## src/rtl/motor_act_stream.sv

```systemverilog
// Two-stage pipelined activation stage for N_CH signed fixed-point channels per beat
// (pass / ReLU / clipped ReLU / leaky ReLU). Optional per-vector statistics under ACT_STATS_EN.
module motor_act_stream #(
  parameter int N_CH       = 9,
  parameter int W          = 32,
  parameter int I          = 8,
  parameter int LEAK_SHIFT = 3
) (
  input  logic                ap_clk,
  input  logic                ap_rst,
  input  logic [1:0]          mode,
  input  logic [W-1:0]        clip_val,
  input  logic                s_valid,
  output logic                s_ready,
  input  logic [N_CH*W-1:0]   s_data,
  input  logic                s_last,
  output logic                m_valid,
  input  logic                m_ready,
  output logic [N_CH*W-1:0]   m_data,
  output logic                m_last,
`ifdef ACT_STATS_EN
  output logic [15:0]         zero_cnt,
  output logic [15:0]         clip_cnt,
  output logic                stats_vld,
`endif
  output logic                busy
);

  localparam logic signed [W-1:0] ZERO = '0;

  if (LEAK_SHIFT < 1 || LEAK_SHIFT > W - 1 || I < 1 || I > W) begin : g_bad_param
    $error("motor_act_stream: LEAK_SHIFT must be 1..W-1 and I must be 1..W");
  end

  // Handshake: a beat moves on a rising edge when valid && ready are both high; a source
  // holds valid and its payload until accepted. Both stages advance together on en.
  logic en;
  assign en      = !m_valid || m_ready;
  assign s_ready = en && !ap_rst;

  logic                      s1_valid;
  logic [N_CH*W-1:0]         s1_data;
  logic                      s1_last;
  logic [1:0]                s1_mode;
  logic signed [W-1:0]       s1_clip;

  assign busy = s1_valid || m_valid;

  function automatic logic [W-1:0] act_ch(input logic signed [W-1:0] x,
                                          input logic [1:0]          md,
                                          input logic signed [W-1:0] cv);
    logic signed [W-1:0] r;
    r = (x > ZERO) ? x : ZERO;
    case (md)
      2'd0:    act_ch = x;
      2'd1:    act_ch = r;
      2'd2:    act_ch = (cv <= ZERO) ? ZERO : ((r > cv) ? cv : r);
      default: act_ch = (x >= ZERO) ? x : (x >>> LEAK_SHIFT);
    endcase
  endfunction

  logic [N_CH*W-1:0] act_data;
  always_comb begin
    act_data = '0;
    for (int k = 0; k < N_CH; k++) begin
      act_data[k*W +: W] = act_ch($signed(s1_data[k*W +: W]), s1_mode, s1_clip);
    end
  end

`ifdef ACT_STATS_EN
  localparam int CW = $clog2(N_CH + 1);
  logic [CW-1:0] s1_zn, s1_cn, m_zn, m_cn;

  // Per-beat counts ride alongside the result so they are credited when the beat leaves.
  always_comb begin
    s1_zn = '0;
    s1_cn = '0;
    for (int k = 0; k < N_CH; k++) begin
      if ((s1_mode == 2'd1 || s1_mode == 2'd2) && ($signed(s1_data[k*W +: W]) <= ZERO))
        s1_zn = s1_zn + CW'(1);
      if (s1_mode == 2'd2 && s1_clip > ZERO && ($signed(s1_data[k*W +: W]) > s1_clip))
        s1_cn = s1_cn + CW'(1);
    end
  end
`endif

  always_ff @(posedge ap_clk) begin
    if (ap_rst) begin
      s1_valid <= 1'b0;
      m_valid  <= 1'b0;
      m_data   <= '0;
      m_last   <= 1'b0;
    end else if (en) begin
      s1_valid <= s_valid;
      if (s_valid) begin
        s1_data <= s_data;
        s1_last <= s_last;
        s1_mode <= mode;
        s1_clip <= clip_val;
      end
      m_valid <= s1_valid;
      if (s1_valid) begin
        m_data <= act_data;
        m_last <= s1_last;
`ifdef ACT_STATS_EN
        m_zn   <= s1_zn;
        m_cn   <= s1_cn;
`endif
      end
    end
  end

`ifdef ACT_STATS_EN
  logic        out_acc;
  logic [15:0] zbase, cbase;
  logic [16:0] zsum, csum;
  assign out_acc = m_valid && m_ready;
  assign zbase   = stats_vld ? 16'd0 : zero_cnt;
  assign cbase   = stats_vld ? 16'd0 : clip_cnt;
  assign zsum    = {1'b0, zbase} + 17'(m_zn);
  assign csum    = {1'b0, cbase} + 17'(m_cn);

  // Counts stay visible during the stats_vld cycle and restart from zero right after it.
  always_ff @(posedge ap_clk) begin
    if (ap_rst) begin
      zero_cnt  <= '0;
      clip_cnt  <= '0;
      stats_vld <= 1'b0;
    end else begin
      stats_vld <= out_acc && m_last;
      if (out_acc) begin
        zero_cnt <= zsum[16] ? 16'hFFFF : zsum[15:0];
        clip_cnt <= csum[16] ? 16'hFFFF : csum[15:0];
      end else if (stats_vld) begin
        zero_cnt <= '0;
        clip_cnt <= '0;
      end
    end
  end
`endif

endmodule

```

## config.mk

```make
export PLATFORM = sky130hd
export DESIGN_NAME = motor_act_stream
export DESIGN_NICKNAME = d
export VERILOG_FILES = /design/src/rtl/motor_act_stream.sv
export SDC_FILE = /design/constraint.sdc
export NUM_CORES = 2
export LEC_CHECK = 0
export CORE_ASPECT_RATIO = 1.25
export CORE_MARGIN = 2
export CORE_UTILIZATION = 45
export CTS_CLUSTER_DIAMETER = 60
export CTS_CLUSTER_SIZE = 28
export DETAILED_ROUTE_END_ITERATION = 8
export PLACE_DENSITY = 0.82
export SYNTH_ARGS = -nofsm -noshare
export SYNTH_HDL_FRONTEND = slang
export SYNTH_SLANG_ARGS = --single-unit
```

## constraint.sdc

```tcl
create_clock -name ap_clk -period 13.7 [get_ports ap_clk]
set_input_delay 2.74 -clock ap_clk [delete_from_list [all_inputs] [get_ports ap_clk]]
set_output_delay 2.74 -clock ap_clk [all_outputs]
set_load 0.02 [all_outputs]
```

==> results.sh <==
export IMPL_synth_edf_count=323
export IMPL_cp_start_kind="primary input"
export IMPL_clockRootBuffer="clkbuf_16"
export IMPL_cts_sinks=614
export IMPL_required_ns=10.96
export IMPL_tightest_slew_ns=1.31
export IMPL_setup_tns_final_ns=0
export IMPL_fin_ws_ns=6.66
export IMPL_p_comb_share_pct=18.9
export IMPL_core_area_um2=73200
export IMPL_worstSetupEndpointType="output port"
export IMPL_ys_top_cells_by_area="edfxtp_1 29%, dfxtp_1 18%, ha_1 11%"
export IMPL_grt_pass1_vias=30297
export IMPL_setup_violations=0
export IMPL_port_buffers=618
export IMPL_wl_per_cell_um=29.6
export IMPL_status="completed"
export IMPL_cts_tree="done"
export IMPL_fp_dieH_um=308
export IMPL_ios=619
export IMPL_place_ws_ns=6.66
export IMPL_via_per_inst=6.60
export IMPL_gp_congestion=0.911
export IMPL_die_x_um=247
export IMPL_drive_gt1_share_pct=4.68
export IMPL_htreeDepth=2
export IMPL_ant_nets=0
export IMPL_clkTransAtPathRegs_ns=0.07
export IMPL_rows=111
export IMPL_hpwl_mm=93.9
export IMPL_overflow=0
export IMPL_synthDistinctLibCells=60
export IMPL_clock_path_buffers=3
export IMPL_grt_pass1_wl_mm=204
export IMPL_rsz0062_at_grt="false"
export IMPL_drt_total_wl_mm=144
export IMPL_fin_crit_sh_pct=51.4
export IMPL_syn_area_per_cell_um2=9.90
export IMPL_drc=0
export IMPL_finalCoreUtilization_pct=57.3
export IMPL_drv_cap=0
export IMPL_hold_viol_final=0
export IMPL_powerDensity_nw_per_um2=107
export IMPL_gr_usage_all_layers_pct=36.8
export IMPL_arrival_ns=4.30
export IMPL_vdd_ir_drop_max_mv=0.123
export IMPL_ctsHoldBuffers=0
export IMPL_p_int_w=0.00307
export IMPL_power_leakage_nw=15.4
export IMPL_design_area_um2=42000
export IMPL_initial_utilization_pct=45.4
export IMPL_nNetsFinal=4467
export IMPL_finalCriticalPeriod_ns=7.04
export IMPL_antenna_found_initial=17
export IMPL_ys_ff_latch=614
export IMPL_netSwitchingPower_w=0.00141
export IMPL_async_flop_share_pct=0
export IMPL_cp_common_cell="clkdlybuf4s50_1"
export IMPL_path_max_fanout=5
export IMPL_synthFlopType="edfxtp_1"
export IMPL_synth_area_um2=33200
export IMPL_maxSlewHeadroom_pct=12.7
export IMPL_crit_chain="clkdlybuf4s50_1, nor2b_1, nor2_1, clkdlybuf4s50_1"
export IMPL_syn2layout_area_growth_pct=26.3
export IMPL_yosysWarningCount=0
export IMPL_syn_inst=3356
export IMPL_critPathBufInv=2
export IMPL_finalMaxSlewViolations=0
export IMPL_first_iter_violations=4567
export IMPL_postCtsSetupRepairBufs=0
export IMPL_yosysSeqAreaShare_pct=46.7
export IMPL_fmax_mhz=142
export IMPL_cpLargestDelayFamily="buffers and inverters"
export IMPL_cpPeakStageDelay_ns=0.58
export IMPL_crit_path_top_delay_cell="clkdlybuf4s50_1"
export IMPL_power_share_switching_pct=31.5
export IMPL_synth_top_area_cell="edfxtp_1"
export IMPL_crit_type="in -> out"
export IMPL_p_seq_share_pct=48.0
export IMPL_holdCritPathClass="reg -> reg"
export IMPL_die_area_um2=76000
export IMPL_vias=32102
export IMPL_placed_area_um2=40300
export IMPL_cts_resized=0
export IMPL_clkLatencyLatePin_ns=0.63
export IMPL_firstDrtPassIters=6
export IMPL_pwr_share_clk_pct=33.1
export IMPL_total_power_w=0.00449
export IMPL_grt_start_max_net_pins=160
export IMPL_skew_ns=0.0415
export IMPL_synth_top_area_share_pct=29.2
export IMPL_cts_buffers_inserted=44
[power groups by stage]
stage / registers (W) / clock network, W / logic [W]
global route: 0.00216 / 0.00157 / 0.000905
detailed placement: 0.00219 / 0 / 0.000830
CTS: 0.00215 / 0.00150 / 0.000834
global placement: 0.00219 / 0 / 0.000810
floorplan: 0.00224 / 0 / 0.000364
finish: 0.00215 / 0.00149 / 0.000850
[registers in the layout (all words and copies together) (netlist names)]
signal	count
s1_last	1
m_data	288
s1_valid	1
s1_clip	32
m_valid	1
m_last	1
s1_mode	2
s1_data	288
[metal layers]
metal	routed length [µm]	vias to the layer above	share of wire [%]	global-route usage [%]
met5	53	-	0.037	0
met4	13600	8	9.5	28.8
met3	19000	600	13	10.1
met2	61500	2437	43	54.3
met1	49700	15205	35	45.1
li1	-	13852	-	-
[synthesized netlist by cell type, drive strengths merged, types with 13 or more instances]
cell type / number
a211oi: 270
a21o: 30
a21oi: 180
a221oi: 259
a22oi: 13
and2: 271
and3: 16
and4: 26
buf: 40
clkbuf: 209
dfxtp: 291
edfxtp: 323
ha: 288
inv: 39
nand2: 273
nand2b: 14
nand3: 34
nand4: 73
nor2: 327
nor2b: 13
nor3: 22
nor4: 90
o211ai: 18
o21a: 20
o21ai: 148
[layout by cell type, fill, tap and decap left out, drive strengths merged, types with 74 or more instances in the layout]
cell           netlist  final
nor4                90     90
and2               271    271
a211oi             270    270
dfxtp              291    291
buf                 40     74
a221oi             259    259
ha                 288    288
nor2               327    327
o21ai              148    148
nand2              273    273
edfxtp             323    323
clkdlybuf4s50        0    617
a21oi              180    180
[cell type report]
type	count	area (µm²)
Fill cell	6120	31200
Multi-Input combinational cell	2462	16600
Sequential cell	614	15500
Timing Repair Buffer	691	6750
Tap cell	960	1200
Clock buffer	47	1120
Clock inverter	34	539
Inverter	39	146
Antenna cell	14	35.0
[cell families (layout without fill, tap and decap cells)]
group | Yosys count | after routing | synth area share (%)
AO/OA/AOI/OAI | 992 | 992 | 21.3
AND/OR/NAND/NOR | 1172 | 1172 | 17.6
multiplexers | 1 | 1 | 0.0301
other | 1 | 23 | 0.0113
flip-flops | 614 | 614 | 46.7
buffers and inverters | 288 | 811 | 3.42
adder cells (fa/ha/maj) | 288 | 288 | 10.8
[tightest hold or removal path: cells and delay by family, from the launching register on]
family	cells	cell delay, ns
DFF	1	0.31
and+or+nand+nor	1	0.05
AOI/OAI and AO/OA	1	0.05
[through the flow]
| stage | instances | hold slack (ns) |
|---|---|---|
| after floorplan | 3364 | 0.471 |
| after global placement | 4766 | 0.445 |
| after detailed placement | 4766 | 0.454 |
| after CTS | 4847 | 0.463 |
| after global routing | 4853 | 0.504 |
| final | 4861 | 0.460 |
[final timing paths]
check / end / slack [ns] / start / cells after the start
max reg2reg: m_data[207]$_SDFFE_PP0P_ / 8.54 / s1_data[210]$_DFFE_PP_ / 15
min: m_last$_SDFFE_PP0P_ / 0.46 / m_last$_SDFFE_PP0P_ / 2
max: s_ready / 6.66 / m_ready / 4
min reg2reg: m_last$_SDFFE_PP0P_ / 0.46 / m_last$_SDFFE_PP0P_ / 2
Power figures use the tool's default switching activity.
